===== config.mk =====
export PLATFORM = sky130hd
export DESIGN_NAME = clint_tmr_sched
export DESIGN_NICKNAME = d
export VERILOG_FILES = /design/src/rtl/clint_define.sv /design/src/rtl/clint_cmp_bank.sv /design/src/rtl/clint_dff.sv /design/src/rtl/clint_tmr_sched.sv
export SDC_FILE = /design/constraint.sdc
export NUM_CORES = 1
export LEC_CHECK = 0
export CAP_MARGIN = 0
export CELL_PAD_IN_SITES_DETAIL_PLACEMENT = 1
export CELL_PAD_IN_SITES_GLOBAL_PLACEMENT = 2
export CORE_MARGIN = 4
export CORE_UTILIZATION = 30
export CTS_CLUSTER_DIAMETER = 150
export DETAILED_ROUTE_END_ITERATION = 8
export HOLD_SLACK_MARGIN = 0.08
export PLACE_DENSITY = 0.57
export SLEW_MARGIN = 10
export SYNTH_ARGS = -nofsm -noshare
export SYNTH_HDL_FRONTEND = slang
export SYNTH_HIERARCHICAL = 1
export SYNTH_SLANG_ARGS = --single-unit
export TNS_END_PERCENT = 1

===== constraint.sdc =====
create_clock -name clk_i -period 5.2 [get_ports clk_i]
set_input_delay 1.56 -clock clk_i [delete_from_list [all_inputs] [get_ports clk_i]]
set_output_delay 1.56 -clock clk_i [all_outputs]
set_load 0.02 [all_outputs]

===== src/rtl/clint_define.sv =====
// rtl/clint_define.sv - shared constants and FSM state type for the CLINT timer scheduler
// Contents:
//   CLINT_MTIMECMP_WIDTH - width of one mtimecmp entry
//   CLINT_HART_NUM       - default number of harts
//   clint_sched_state_e  - scheduler FSM states (IDLE, SCAN)
package clint_define;

  localparam int CLINT_MTIMECMP_WIDTH = 64;
  localparam int CLINT_HART_NUM       = 4;

  typedef enum logic {
    IDLE = 1'b0,
    SCAN = 1'b1
  } clint_sched_state_e;

endpackage


===== src/rtl/clint_cmp_bank.sv =====
// rtl/clint_cmp_bank.sv - per-hart mtimecmp register array with half writes and readback
// Ports:
//   clk_i       in  1          - clock
//   rst_n_i     in  1          - asynchronous active-low reset (entries reset to all-ones)
//   wr_i        in  1          - write strobe
//   wr_hart_i   in  HART_IDX_W - hart targeted by the write
//   wr_hi_i     in  1          - 1: write bits [63:32], 0: write bits [31:0]
//   wdat_i      in  32         - write data
//   rd_hart_i   in  HART_IDX_W - hart selected for readback
//   rd_hi_i     in  1          - readback half select
//   rdat_o      out 32         - combinational readback (0 for an out-of-range hart)
//   scan_idx_i  in  HART_IDX_W - hart currently being scanned
//   scan_cmp_o  out 64         - full mtimecmp of the scanned hart
module clint_cmp_bank
  import clint_define::*;
#(
  parameter int HART_NUM   = CLINT_HART_NUM,
  parameter int HART_IDX_W = $clog2(HART_NUM)
) (
  input  logic                            clk_i,
  input  logic                            rst_n_i,
  input  logic                            wr_i,
  input  logic [HART_IDX_W-1:0]           wr_hart_i,
  input  logic                            wr_hi_i,
  input  logic [31:0]                     wdat_i,
  input  logic [HART_IDX_W-1:0]           rd_hart_i,
  input  logic                            rd_hi_i,
  output logic [31:0]                     rdat_o,
  input  logic [HART_IDX_W-1:0]           scan_idx_i,
  output logic [CLINT_MTIMECMP_WIDTH-1:0] scan_cmp_o
);

  logic [31:0] cmp_lo [HART_NUM];
  logic [31:0] cmp_hi [HART_NUM];

  // An index >= HART_NUM matches no entry, so such writes fall away here.
  for (genvar h = 0; h < HART_NUM; h++) begin : g_entry
    logic wr_sel;
    assign wr_sel = wr_i && (wr_hart_i == HART_IDX_W'(h));

    dfferh #(.W(32)) u_lo (
      .clk_i   (clk_i),
      .rst_n_i (rst_n_i),
      .en_i    (wr_sel && !wr_hi_i),
      .d_i     (wdat_i),
      .q_o     (cmp_lo[h])
    );

    dfferh #(.W(32)) u_hi (
      .clk_i   (clk_i),
      .rst_n_i (rst_n_i),
      .en_i    (wr_sel && wr_hi_i),
      .d_i     (wdat_i),
      .q_o     (cmp_hi[h])
    );
  end

  // Compare-by-index muxes: an unmatched (out-of-range) index leaves the zero default.
  always_comb begin
    rdat_o     = '0;
    scan_cmp_o = '0;
    for (int h = 0; h < HART_NUM; h++) begin
      if (rd_hart_i == HART_IDX_W'(h)) begin
        rdat_o = rd_hi_i ? cmp_hi[h] : cmp_lo[h];
      end
      if (scan_idx_i == HART_IDX_W'(h)) begin
        scan_cmp_o = {cmp_hi[h], cmp_lo[h]};
      end
    end
  end

endmodule


===== src/rtl/clint_dff.sv =====
// rtl/clint_dff.sv - enable flops with asynchronous active-low reset (reset-low and reset-high)
// Ports (both modules):
//   clk_i   in  1 - clock
//   rst_n_i in  1 - asynchronous active-low reset
//   en_i    in  1 - load enable
//   d_i     in  W - next value
//   q_o     out W - registered value (dffer resets to 0, dfferh resets to all-ones)
module dffer #(
  parameter int W = 1
) (
  input  logic         clk_i,
  input  logic         rst_n_i,
  input  logic         en_i,
  input  logic [W-1:0] d_i,
  output logic [W-1:0] q_o
);

  logic [W-1:0] q_q;

  always_ff @(posedge clk_i or negedge rst_n_i) begin
    if (!rst_n_i) begin
      q_q <= '0;
    end else if (en_i) begin
      q_q <= d_i;
    end
  end

  assign q_o = q_q;

endmodule

module dfferh #(
  parameter int W = 1
) (
  input  logic         clk_i,
  input  logic         rst_n_i,
  input  logic         en_i,
  input  logic [W-1:0] d_i,
  output logic [W-1:0] q_o
);

  logic [W-1:0] q_q;

  always_ff @(posedge clk_i or negedge rst_n_i) begin
    if (!rst_n_i) begin
      q_q <= '1;
    end else if (en_i) begin
      q_q <= d_i;
    end
  end

  assign q_o = q_q;

endmodule


===== src/rtl/clint_tmr_sched.sv =====
// rtl/clint_tmr_sched.sv - round-robin scheduler sharing one 64-bit mtime/mtimecmp comparator across harts
// Ports:
//   clk_i         in  1          - clock
//   rst_n_i       in  1          - asynchronous active-low reset
//   mtime_i       in  64         - current mtime
//   mtime_upd_i   in  1          - pulse when mtime increments
//   cmp_wr_i      in  1          - mtimecmp write strobe
//   cmp_wr_hart_i in  HART_IDX_W - hart targeted by the write
//   cmp_wr_hi_i   in  1          - write half select
//   cmp_wdat_i    in  32         - write data
//   cmp_rd_hart_i in  HART_IDX_W - hart selected for readback
//   cmp_rd_hi_i   in  1          - readback half select
//   cmp_rdat_o    out 32         - combinational readback
//   tmr_irq_o     out HART_NUM   - registered per-hart timer interrupt
//   busy_o        out 1          - high while scanning
module clint_tmr_sched
  import clint_define::*;
#(
  parameter int HART_NUM   = CLINT_HART_NUM,
  parameter int HART_IDX_W = $clog2(HART_NUM)
) (
  input  logic                            clk_i,
  input  logic                            rst_n_i,
  input  logic [CLINT_MTIMECMP_WIDTH-1:0] mtime_i,
  input  logic                            mtime_upd_i,
  input  logic                            cmp_wr_i,
  input  logic [HART_IDX_W-1:0]           cmp_wr_hart_i,
  input  logic                            cmp_wr_hi_i,
  input  logic [31:0]                     cmp_wdat_i,
  input  logic [HART_IDX_W-1:0]           cmp_rd_hart_i,
  input  logic                            cmp_rd_hi_i,
  output logic [31:0]                     cmp_rdat_o,
  output logic [HART_NUM-1:0]             tmr_irq_o,
  output logic                            busy_o
);

  localparam logic [HART_IDX_W-1:0] LAST_IDX = HART_IDX_W'(HART_NUM - 1);

  clint_sched_state_e              state_q, state_d;
  logic [HART_IDX_W-1:0]           idx_q, idx_d;
  logic                            pend_q, pend_d;
  logic                            trig;
  logic                            scan_en;
  logic [CLINT_MTIMECMP_WIDTH-1:0] scan_cmp;
  logic                            mtime_ge;

  // Simultaneous mtime update and compare write collapse into one trigger.
  assign trig = mtime_upd_i | cmp_wr_i;

  clint_cmp_bank #(
    .HART_NUM   (HART_NUM),
    .HART_IDX_W (HART_IDX_W)
  ) u_cmp_bank (
    .clk_i      (clk_i),
    .rst_n_i    (rst_n_i),
    .wr_i       (cmp_wr_i),
    .wr_hart_i  (cmp_wr_hart_i),
    .wr_hi_i    (cmp_wr_hi_i),
    .wdat_i     (cmp_wdat_i),
    .rd_hart_i  (cmp_rd_hart_i),
    .rd_hi_i    (cmp_rd_hi_i),
    .rdat_o     (cmp_rdat_o),
    .scan_idx_i (idx_q),
    .scan_cmp_o (scan_cmp)
  );

  always_ff @(posedge clk_i or negedge rst_n_i) begin
    if (!rst_n_i) begin
      state_q <= IDLE;
      idx_q   <= '0;
      pend_q  <= 1'b0;
    end else begin
      state_q <= state_d;
      idx_q   <= idx_d;
      pend_q  <= pend_d;
    end
  end

  // A trigger seen before the last slot is remembered in pend and forces a full
  // rescan, so any hart already passed in this round is re-evaluated.
  always_comb begin
    state_d = state_q;
    idx_d   = idx_q;
    pend_d  = pend_q;
    scan_en = 1'b0;
    unique case (state_q)
      IDLE: begin
        if (trig) begin
          state_d = SCAN;
          idx_d   = '0;
        end
      end
      SCAN: begin
        scan_en = 1'b1;
        if (idx_q != LAST_IDX) begin
          idx_d  = idx_q + 1'b1;
          pend_d = pend_q | trig;
        end else if (pend_q | trig) begin
          idx_d  = '0;
          pend_d = 1'b0;
        end else begin
          state_d = IDLE;
          idx_d   = '0;
        end
      end
      default: begin
        state_d = IDLE;
        idx_d   = '0;
        pend_d  = 1'b0;
      end
    endcase
  end

  assign busy_o   = (state_q == SCAN);
  assign mtime_ge = (mtime_i >= scan_cmp);

  // Each interrupt bit loads only in its own hart's scan slot; writes never
  // touch it directly, so a split lo/hi update cannot glitch the output.
  for (genvar h = 0; h < HART_NUM; h++) begin : g_irq
    dffer #(.W(1)) u_irq (
      .clk_i   (clk_i),
      .rst_n_i (rst_n_i),
      .en_i    (scan_en && (idx_q == HART_IDX_W'(h))),
      .d_i     (mtime_ge),
      .q_o     (tmr_irq_o[h])
    );
  end

endmodule


---- Word-level counts from Yosys, hierarchy flattened ----
Cells that the tools add are included.
word-level totals
  bits in registers ....................... 264
  input bits .............................. 106
  output and inout port bits .............. 37
  word-level logic and storage cells ...... 75
cells by class
  $add $sub $neg .......................... 1
  magnitude comparators ................... 1
  equality and inequality tests ........... 11
  mux-type cells .......................... 22
  bitwise logic cells ..................... 3
  reduce and logical (&&, ||, !) cells .... 22
operator list
  cell                                                                   count
  32-bit two-way mux                                                     8
  64-bit two-way mux                                                     4
  64-bit greater-or-equal comparator                                     1
  1-bit logical AND                                                      16
  2-bit equality test, second input constant                             6
  2-bit by 1-bit equality test with 1-bit output, second input constant  3
  2-bit zero test                                                        3
  1-bit two-way mux                                                      6
  2-bit two-way mux                                                      2
  2-bit != test, second input constant                                   2
  2-bit case mux with 2 select lines                                     1
  2-bit by 1-bit adder with 2-bit output, second input constant          1
  1-bit bitwise OR                                                       2
  1-bit case mux with 2 select lines                                     1
  2-bit AND reduction                                                    1
  2-bit nonzero test                                                     1
  1-bit zero test                                                        1
  1-bit inverter                                                         1

---- Depth between registers and ports, before layout ----
Gate-level depths: netlist (run 1).
  depth in word-level cells ............... 6
  mapped depth ............................ 12
  mapped depth without buffers ............ 10

---- By module ----
Netlist (run 1), hierarchy kept.
by module, submodules not included
  module           instances  cells an instance  area an instance (µm²)  sequential area each (µm²)
  dfferh           8          68                 1385.1                  840.8
  clint_cmp_bank   1          252                3562.2                  0.0
  clint_tmr_sched  1          250                1836.8                  100.1
  dffer            4          2                  40.0                    25.0

---- Least setup slack after synthesis (run 1) ----
No wires, ideal clock.
  kind .................................... in2out
  from .................................... in cmp_rd_hi_i
  to ...................................... out cmp_rdat_o[18]
  data arrival time ....................... 2719 ps
  data required time ...................... 3640 ps
  slack ................................... 921 ps
  stages .................................. 5
  path buffers ............................ 2
  cell sequence ........................... buf_2 -> buf_4 -> mux4_2 -> nand2_1 -> nand2_1
between the ends
  cells in the longest elaborated chain, start to end .. 5
  elaborated cells on any way between the ends .. 8
  classes of those cells .................. mux: 8
RTL lines
  item                             line                   RTL
  start, declared                  clint_tmr_sched.sv:31  input logic cmp_rd_hi_i,
  32-bit two-way mux               clint_cmp_bank.sv:64   rdat_o = rd_hi_i ? cmp_hi[h] : cmp_lo[h];
  32-bit two-way mux (3 in a row)  clint_cmp_bank.sv:63   if (rd_hart_i == HART_IDX_W'(h)) begin
  32-bit two-way mux (*)           clint_cmp_bank.sv:63
  end, declared                    clint_tmr_sched.sv:32  output logic [31:0] cmp_rdat_o,
Mark *: on every way between the ends. The rest lies on a longest branch, timed or not.

---- Final worst setup path (run 1) ----
  from .................................... in cmp_rd_hart_i[0]
  to ...................................... out cmp_rdat_o[12]
between the ends
  cells in the longest elaborated chain, start to end .. 5
  elaborated cells on any way between the ends .. 8
  classes of those cells .................. eq/ne: 3; mux: 4; reduce/logical: 1
RTL lines
  item                             line                   RTL
  start, declared                  clint_tmr_sched.sv:30  input logic [HART_IDX_W-1:0] cmp_rd_hart_i,
  2-bit zero test                  clint_cmp_bank.sv:63
  32-bit two-way mux (3 in a row)  clint_cmp_bank.sv:63
  32-bit two-way mux (*)           clint_cmp_bank.sv:63
Marked as above.

==> flow_summary_export.csv, run 1 <==
group,metric,value,unit
critical_path,start_kind,"input pin",
critical_path,cpLargestDelayFamily,"buffers and inverters",
yosys,synth_top_family_by_area,"multiplexers",
yosys,synth_xor_area_frac,0,
critical_path,reg2reg_slack,1.32,ns
sta,fin_crit_sh,0.958,
pwr,seqPwrFrac,0.350,
route,firstDrtPassIters,4,
cells_and_area,layout.nets,1390,
floorplan,chipWidth,244,µm
yosys,synthMuxAreaShare,0.415,
clocking,cts_tree,"done",
placement,gp_congestion,0.725,
critical_path,critPathLaunch,"cmp_rd_hart_i[0]",
yosys,synth_compound_area_frac,0.0230,
cells_and_area,final_cell_mix,"dfstp_2, mux2_4, clkdlybuf4s50_1",
placement,port_buffers,142,
placement,dp.cells,1927,
clocking,root_buffer,"clkbuf_16",
floorplan,die_h,244,µm
sta,fin_setup_tns,0,ns
clocking,htreeDepth,2,
job,max_cap_violations,0,
floorplan,boundaryPins,143,
min_path,hp-class,"register to register",
global_route,grt_max_degree,108,
route,drtIter0Drc,449,
sta,slew_headroom,0.374,
pwr,p_leak,0.00814,µW
yosys,synthArstFlopShare,1.00,
status,status,"complete, no violations",
sta,tightest_slew,0.939,ns
global_route,grt_pass1_wl,74500,µm
cells_and_area,diodes,0,
pwr,net-switching-power,2950,µW
yosys,yosys_register_bits,264,
critical_path,critPathRequiredTime,3.64,ns
pwr,power.internal,6410,µW
sta,post-route-min-period,4.98,ns
route,wl_per_cell,24.9,µm
critical_path,cp_num_cells,5,
route,ant_nets,0,
global_route,antenna_found_initial,0,
floorplan,coreArea,55000,µm²
pwr,swShare,0.316,
sta,drv_slew,0,
sta,skew,0.0193,ns
pwr,p_per_area,467,nW/µm²
critical_path,r2r_cells,12,
floorplan,initial_core_util,0.303,
floorplan,die_area,59300,µm²
clocking,cts_buffers,35,
route,drcViolationCount,0,
global_route,gr-total-overflow,0,
cells_and_area,drive_above_1_share,0.616,
pwr,vdd_drop_max,0.178,mV
clocking,cts_resized,0,
yosys,ys_types,43,
route,via_count,9779,
pwr,finalPower,9360,µW
placement,dpl.hpwl,33400,µm
critical_path,criticalPathCategory,"input pin to output port",
yosys,synth_fa_ha_area_frac,0.0511,
cells_and_area,layoutNonFillerInstCount,1988,
sta,finalSetupViolCount,0,
cells_and_area,areaGrowthSynthToFinish,20.4,%
critical_path,critPathMaxFanout,16,
yosys,yosys_warnings,6,
critical_path,cp-end-kind,"output port",
sta,hold_viol_final,0,
clocking,clock_path_buffers,3,
sta,layout_setup_ws,0.218,ns
yosys,synth-simple-area-share,0.0335,
clocking,clk_latency,0.55,ns
yosys,synth_area,16600,µm²
critical_path,path_buf_inv,3,
yosys,yosysSeqAreaShare,0.416,
clocking,cts_sinks,264,
yosys,synth_area_leaders,"dfstp_2, mux2_4, mux4_2, ha_1, buf_12",
critical_path,crit_path_end,"cmp_rdat_o[12]",
yosys,synth_nets,1228,
sta,worst_hold_slack,0.496,ns
route,wl,49600,µm
yosys,synth_top_area_cell,"dfstp_2",
pwr,p_clk_frac,0.269,
critical_path,r2r_end,"g_irq[3].u_irq/q_o",
yosys,synth_edf_count,0,
yosys,synth_flop_cell,"dfstp_2",
global_route,grt_pass1_vias,11000,
critical_path,crit_chain,"buf_4 -> buf_12 -> mux4_1 -> mux2_2 -> clkdlybuf4s50_1",
sta,fmax,0.201,GHz
pwr,combPwrFrac,0.381,
placement,pre_cts_ws,0.207,ns
route,viasPerCell,4.92,
clocking,path_clk_slew,0.05,ns
critical_path,cp.arrival,3.42,ns
yosys,syn_avg_cell_area,15.8,µm²
cells_and_area,final_common_cell,"dfstp_2",
sta,rsz0062_at_grt,"false",
floorplan,row_count,86,
global_route,grt_usage,0.167,
clocking,post-cts-setup-buffers,0,
yosys,synth_cells,1054,
yosys,synth_top_area_frac,0.404,
clocking,postCtsHoldBufs,0,
critical_path,cp_slowest_cell,"mux4_1",
critical_path,slowest_delay,0.58,ns
critical_path,r2r-start,"idx_q[0]",
## layer usage
layer,GRT usage,share of wire,vias to the layer above
li1,-,-,4273
met1,0.225,0.46,5321
met2,0.283,0.49,144
met3,0.0287,0.034,41
met4,0.0385,0.015,0
met5,0,0,-
## flip-flops by register name, indices dropped and copies added (netlist names)
register and flops:
u_cmp_bank/g_entry.u_hi/q_o 128, u_cmp_bank/g_entry.u_lo/q_o 128, pend_q 1, g_irq.u_irq/q_o 4, busy_o 1, idx_q 2
## synthesized netlist by cell type, types with 2 or more instances
cell	n
a211oi_1	3
o21ai_0	8
o211ai_1	2
nand2_1	74
nor4_1	2
buf_2	12
ha_1	68
nand3_1	4
nor2_2	2
mux2_4	244
nand2b_1	4
a221oi_1	2
mux4_1	14
inv_1	69
buf_6	10
mux2_2	28
dfstp_2	256
buf_1	7
nand4_1	13
dfrtp_1	8
buf_4	8
nor2_1	14
o31ai_1	3
buf_12	24
mux2i_1	3
and2_1	4
clkbuf_1	5
a21oi_1	25
a21o_1	9
mux4_2	112
nor3_1	4
nor3b_1	2
## power by group through the flow
| stage | Combinational, µW | Sequential, µW | Clock, µW |
|---|---|---|---|
| 2_1_floorplan | 2510 | 3120 | 0 |
| 3_3_place_gp | 3590 | 3290 | 0 |
| 3_5_place_dp | 3630 | 3290 | 0 |
| 4_1_cts | 3660 | 3280 | 2630 |
| 5_1_grt | 3910 | 3350 | 2710 |
| 6_report | 3570 | 3280 | 2510 |
## through the flow
stage          area, µm²   util
2_1_floorplan      16600      -
3_3_place_gp       18800  0.343
3_5_place_dp       18800  0.343
4_1_cts            20000  0.364
5_1_grt            20000  0.364
6_report           20000  0.364
## final cells by class
type                            count  area (µm²)
Clock buffer                       48        1000
Fill cell                        5614       35000
Timing Repair Buffer              192        1970
Sequential cell                   264        6930
Multi-Input combinational cell    654        8750
Clock inverter                     13         184
Tap cell                          748         936
Inverter                           69         259
## worst register-to-register path, cell delays in order (launching register included)
cell	delay [ns]
dfrtp_4	0.60
buf_4	0.34
mux4_2	0.56
inv_1	0.08
ha_1	0.24
a21oi_1	0.13
o21ai_0	0.22
a221o_1	0.38
a211o_1	0.34
a2111oi_2	0.29
o21ai_1	0.11
buf_4	0.21
mux2_4	0.27
## how the worst min path moves through the flow
stage / start / end / depth (start not counted)
floorplan: pend_q / pend_q / 2
global placement: pend_q / pend_q / 2
detailed placement: pend_q / pend_q / 2
CTS: pend_q / pend_q / 2
global route: g_irq[3].u_irq/q_o / g_irq[3].u_irq/q_o / 1
finish: pend_q / pend_q / 2
## cell families (layout without fill, tap and decap cells)
| logic type | Yosys count | in the layout |
|---|---|---|
| mux | 401 | 401 |
| flops | 264 | 264 |
| buf+inv | 136 | 322 |
| simple gates | 125 | 125 |
| fa+ha+maj | 68 | 68 |
| compound gates | 60 | 60 |
Note: power is estimated with default switching activity, not from simulation.
==> run 2, diff against run 1 <==
--- a/config.mk
+++ b/config.mk
@@ -12,8 +12,9 @@
 export CORE_UTILIZATION = 30
 export CTS_CLUSTER_DIAMETER = 150
 export DETAILED_ROUTE_END_ITERATION = 8
-export HOLD_SLACK_MARGIN = 0.08
+export HOLD_SLACK_MARGIN = 0.12
 export PLACE_DENSITY = 0.57
+export SETUP_SLACK_MARGIN = 0.5
 export SLEW_MARGIN = 10
 export SYNTH_ARGS = -nofsm -noshare
 export SYNTH_HDL_FRONTEND = slang
==> run 2 against run 1 <==
Effect of this change: utilization about the same; largest power group unchanged; total power decreased by 0.16%; register-to-register slack about the same; sequential cell count unchanged; hold slack unchanged; critical path type unchanged; sequential power about the same; clock power about the same.
==> flow_summary_export.csv, run 2 (same netlist as run 1, synthesis figures left out) <==
group,metric,value,unit
sta,fin_crit_sh,0.941,
critical_path,cp-end-kind,"output port",
status,status,"complete, no violations",
critical_path,critPathMaxFanout,11,
floorplan,chipWidth,244,µm
sta,hold_viol_final,0,
pwr,p_leak,0.00817,µW
cells_and_area,utilization,0.364,
cells_and_area,areaGrowthSynthToFinish,20.4,%
pwr,vdd_drop_max,0.178,mV
floorplan,die_h,244,µm
route,via_count,9778,
cells_and_area,layout.nets,1390,
clocking,cts_sinks,264,
cells_and_area,layoutNonFillerInstCount,1988,
placement,dp.cells,1927,
floorplan,row_count,86,
pwr,p_per_area,467,nW/µm²
clocking,path_clk_slew,0.05,ns
cells_and_area,final_cell_mix,"dfstp_2, mux2_4, clkdlybuf4s50_1",
sta,drv_slew,0,
critical_path,start_kind,"input pin",
route,ant_nets,0,
clocking,clk_latency,0.55,ns
min_path,hp-class,"register to register",
critical_path,cp.arrival,3.33,ns
clocking,clock_path_buffers,3,
clocking,htreeDepth,2,
critical_path,slowest_delay,0.55,ns
floorplan,boundaryPins,143,
job,max_cap_violations,0,
cells_and_area,drive_above_1_share,0.616,
global_route,grt_max_degree,108,
sta,fin_setup_tns,0,ns
placement,dpl.hpwl,33400,µm
route,drcViolationCount,0,
critical_path,crit_chain,"buf_2 -> buf_4 -> mux4_1 -> mux2_2 -> clkdlybuf4s50_1",
critical_path,criticalPathCategory,"input pin to output port",
global_route,grt_pass1_vias,11000,
cells_and_area,stdcell_area,20000,µm²
global_route,grt_usage,0.167,
floorplan,coreArea,55000,µm²
clocking,cts_buffers,35,
critical_path,critPathRequiredTime,3.64,ns
sta,skew,0.0189,ns
global_route,gr-total-overflow,0,
route,wl_per_cell,24.9,µm
route,drtIter0Drc,449,
sta,finalSetupViolCount,0,
route,wl,49600,µm
placement,port_buffers,142,
route,viasPerCell,4.92,
sta,rsz0062_at_grt,"true",
global_route,antenna_found_initial,0,
sta,fmax,0.204,GHz
cells_and_area,final_common_cell,"dfstp_2",
sta,slew_headroom,0.376,
placement,gp_congestion,0.725,
sta,tightest_slew,0.937,ns
global_route,grt_pass1_wl,74500,µm
critical_path,cp_slowest_cell,"clkdlybuf4s50_1",
clocking,postCtsHoldBufs,0,
clocking,post-cts-setup-buffers,0,
clocking,cts_tree,"done",
floorplan,die_area,59300,µm²
placement,placed_area,18800,µm²
clocking,root_buffer,"clkbuf_16",
cells_and_area,diodes,0,
floorplan,initial_core_util,0.303,
sta,post-route-min-period,4.89,ns
route,firstDrtPassIters,4,
==> run 2: cell type report <==
cell class                      count  area (µm²)
Sequential cell                   264        6930
Timing Repair Buffer              192        1970
Fill cell                        5620       35000
Multi-Input combinational cell    654        8750
Inverter                           69         259
Clock inverter                     13         184
Clock buffer                       48        1000
Tap cell                          748         936
==> run 2: routing by layer <==
metal | GRT usage | up-vias | wire length (µm) | share of wire
met3 | 0.0287 | 41 | 1720 | 0.035
li1 | - | 4272 | - | -
met1 | 0.225 | 5321 | 22700 | 0.46
met4 | 0.0385 | 0 | 735 | 0.015
met2 | 0.283 | 144 | 24400 | 0.49
met5 | 0 | - | 0 | 0
==> run 2: power by group <==
| group | total [µW] | internal, µW | switching (µW) | leakage [µW] |
|---|---|---|---|---|
| Clock | 2510 | 1550 | 960 | 0.000589 |
| Combinational | 3550 | 1980 | 1580 | 0.00480 |
| Sequential | 3280 | 2860 | 414 | 0.00278 |
| Total | 9340 | 6390 | 2950 | 0.00817 |
==> run 2: path summary, 6_finish.rpt <==
path                                                       to  slack (ns)  cells past startpoint        startpoint
max                                             cmp_rdat_o[1]        0.31                      5  cmp_rd_hart_i[1]
min                                                    pend_q        0.50                      2            pend_q
max reg2reg                                g_irq[3].u_irq/q_o        1.32                     12          idx_q[0]
min reg2reg                                            pend_q        0.50                      2            pend_q
max in group asynchronous  u_cmp_bank/g_entry[3].u_lo/q_o[21]        3.05                      2           rst_n_i
min in group asynchronous                  g_irq[2].u_irq/q_o        1.15                      1           rst_n_i
==> run 2: per-stage QoR <==
| step | setup WS (ns) | hold WS (ns) | power, µW |
|---|---|---|---|
| 2_1_floorplan | 0.921 | 0.457 | 5630 |
| 5_1_grt | 0.255 | 0.537 | 9950 |
| 3_5_place_dp | 0.207 | 0.490 | 6930 |
| 3_3_place_gp | 0.197 | 0.473 | 6880 |
| 6_report | 0.309 | 0.496 | 9340 |
| 4_1_cts | 0.295 | 0.503 | 9550 |
==> run 2: worst max-delay path, delay by kind of cell <==
family                 cells  cell delay (ns)
buffers and inverters      3             1.14
multiplexers               2             0.61
==> run 2: repair_timing <==
action / CTS / global route
gates resized for setup: 11 / 1
setup endpoints to repair: 32 / 31
pin swaps: 0 / 0
==> edit: new RTL, config.mk and constraints of run 1 <==
Add an input register stage for `mtime_i`, cleared by the reset; this delays it by one clock. The other inputs are not delayed to match.
--- a/src/rtl/clint_tmr_sched.sv
+++ b/src/rtl/clint_tmr_sched.sv
@@ -35,6 +35,16 @@
 );
 
   localparam logic [HART_IDX_W-1:0] LAST_IDX = HART_IDX_W'(HART_NUM - 1);
+
+  logic [CLINT_MTIMECMP_WIDTH-1:0] mtime_q;
+
+  always_ff @(posedge clk_i or negedge rst_n_i) begin
+    if (!rst_n_i) begin
+      mtime_q <= '0;
+    end else begin
+      mtime_q <= mtime_i;
+    end
+  end
 
   clint_sched_state_e              state_q, state_d;
   logic [HART_IDX_W-1:0]           idx_q, idx_d;
@@ -112,7 +122,7 @@
   end
 
   assign busy_o   = (state_q == SCAN);
-  assign mtime_ge = (mtime_i >= scan_cmp);
+  assign mtime_ge = (mtime_q >= scan_cmp);
 
   // Each interrupt bit loads only in its own hart's scan slot; writes never
   // touch it directly, so a split lo/hi update cannot glitch the output.
Formal check against the unedited RTL: not equivalent (a bounded check fails within 4 cycles, from zero or initial values and one cycle with rst_n_i low).
==> edit against run 1 <==
Area after synthesis increased by 9.6%; worst setup slack worse by 0.10 ns; sequential share of layout area increased by 4.4 points; power increased by 11%; non-clock buffer count down 10; routed wire length is 5.7% higher; design area up 9.2%; count of clock-buffer cells in the layout up 18; register-to-register slack worse by 0.23 ns; critical path depth stayed put; combinational power down 1%; sequential cell count increased by 64.
==> edit: results (changes against run 1) <==
** Critical path
- Arrival time at the worst endpoint :: 3.52 ns (+0.10 ns)
- The cell family contributing the most delay on the critical path is buffers and inverters.
- The delay of the slowest cell on the worst path was 0.61 ns (+0.03 ns).
- The largest driver fanout on the critical path came to 13 (-3).
- For this design, the slowest cell found on the critical path is mux4_1.

** Global routing
- The all-layer global routing usage was 0.163 (-0.00432).
- Maximum number of pins on one net before global-route repair :: 96 (-11%)
- Antenna violations before repair :: 1 (+1)
- The global-route wire length before repair was 78.5 mm (+5.4%).
- The via count of the first global-routing pass is 11500 (+4.3%).

** Clock tree
- The number of H-tree levels was 2 (unchanged).
- The number of gates given a new drive strength after cts was 0 (unchanged).
- Clock latency on the worst-skew pair, taken at its later pin, is 0.56 ns.
- Clock-pin slew was measured on the worst setup and hold paths at 0.06 ns.
- Post-CTS Setup Inserts :: 0 (unchanged)
- The number of clock buffers inserted by TritonCTS was 42 (+20%).
- Maximum number of buffers from clock root to sink :: 3 (unchanged)
- Buffer cell driving the clock tree root :: clkbuf_16

** Synth
- Sorting the synthesized cells by area gives the leading types as dfstp_2, mux2_4, mux4_2.
- The share of flip-flops with an asynchronous set or reset after synthesis was 1.00 (unchanged).
- The number of distinct standard cells referenced by the synthesized netlist was 43 (unchanged).
- The net count of the mapped netlist was 1292 (+5.2%).
- Cell types with the highest counts after synthesis :: dfstp_2, mux2_4, mux4_2
- Sequential element share of the synthesized area :: 0.468 (+0.0512)
- The number of warnings reported in the yosys synthesis log was 6 (unchanged).

** Placed design
- Cell area reported after detailed placement :: 20500 um^2 (+8.6%)
- Last weighted congestion value of the routability-driven placer :: 0.715 (-1.3%)
- Placed wire-length estimate :: 33.7 mm (+1.0%)
- Worst slack at placement :: 0.131 ns (-0.0756 ns)
- The number of buffers added on ports came to 142 (unchanged).

** Power
- Worst vdd rail ir drop :: 0.233 mV (+31%)
- The leakage power came to 8.96 nW (+10%).

** Timing
- Worst setup skew after layout :: 0.0130 ns (-0.00634 ns)
- Slew of the pin with the lowest slew margin :: 0.879 ns (-0.0597 ns)

** Detailed routing
- Sum of routed wire length over all layers :: 52.4 mm (+5.7%)
- The DRC violation total after the first TritonRoute iteration came to 398 (-11%).
- Vias after detailed routing :: 10200 (+4.6%)
- Router iterations before antenna repair :: 4 (unchanged)

** Min path
- The worst hold path belongs to the class register to register.

** Finish
- The count of filler cells inserted in the layout came to 6058 (+7.9%).
- Fraction of final layout cells sized beyond drive strength 1 :: 0.585 (-0.0314)
- Nets :: 1451 (+4.4%)

** Outcome
- Result of the run :: completed
## edit: changes by cell type in the layout (fill, tap and decap cells not counted)
cell	delta
clkbuf_16	+8
diode_2	+1
clkbuf_8	+6
bufinv_16	-2
buf_12	+4
clkinvlp_4	+1
clkinv_4	-2
dfrtp_1	+64
clkinv_2	+3
buf_4	-14
clkbuf_1	+4
inv_6	-2
## edit: final cells by class
class                      instances  area, um^2  share of cell area
tap                              782         978              0.0447
timing repair buffer             182        1940              0.0888
sequential                       328        8530               0.390
clock buffer                      66        1300              0.0595
inverter                          69         259              0.0118
clock inverter                    11         111             0.00509
antenna                            1        2.50            0.000114
multi-input combinational        654        8750               0.400
## edit: final timing paths
| kind | start | end | slack, ns | depth (start not counted) |
|---|---|---|---|---|
| worst max-delay path | cmp_rd_hart_i[0] | cmp_rdat_o[2] | 0.12 | 5 |
| worst min-delay path | pend_q | pend_q | 0.51 | 2 |
| worst max register to register | idx_q[0] | g_irq[3].u_irq/q_o | 1.09 | 10 |
| worst min register to register | pend_q | pend_q | 0.51 | 2 |
| max in group asynchronous | rst_n_i | mtime_q[53] | 3.10 | 2 |
| min in group asynchronous | rst_n_i | mtime_q[6] | 0.99 | 1 |
## edit: worst min-delay path: cells and delay by family (launching register included)
family,cells,cell delay [ns]
DFF,1,0.34
AOI/OAI and AO/OA,1,0.04
and+or+nand+nor,1,0.08
## edit: kinds of logic (layout without fill, tap and decap cells)
family          after synthesis  after routing  share of synthesized area
mux                         401            401                      0.378
flops                       328            328                      0.468
buf+inv                     136            328                     0.0560
simple gates                125            125                     0.0306
fa+ha+maj                    68             68                     0.0466
compound gates               60             60                     0.0210
other cells                   0              1                          0
## edit: metrics by stage
step	utilization	std cells	hold slack, ns
2_1_floorplan	-	1118	0.457
3_3_place_gp	0.340	2015	0.473
3_5_place_dp	0.340	2015	0.499
4_1_cts	0.363	2092	0.512
5_1_grt	0.363	2092	0.540
6_report	0.363	2093	0.508
## edit: layer usage
metal  track usage  routed length (um)
met5             0                   0
met4        0.0387                1030
met3        0.0271                1990
met2         0.267               25100
met1         0.228               24300
## edit: where the power goes
group | internal, W | switching [W] | leakage [nW]
clock network | 0.00181 | 0.00116 | 0.702
logic | 0.00197 | 0.00155 | 4.74
registers | 0.00338 | 0.000476 | 3.52
total | 0.00717 | 0.00318 | 8.96
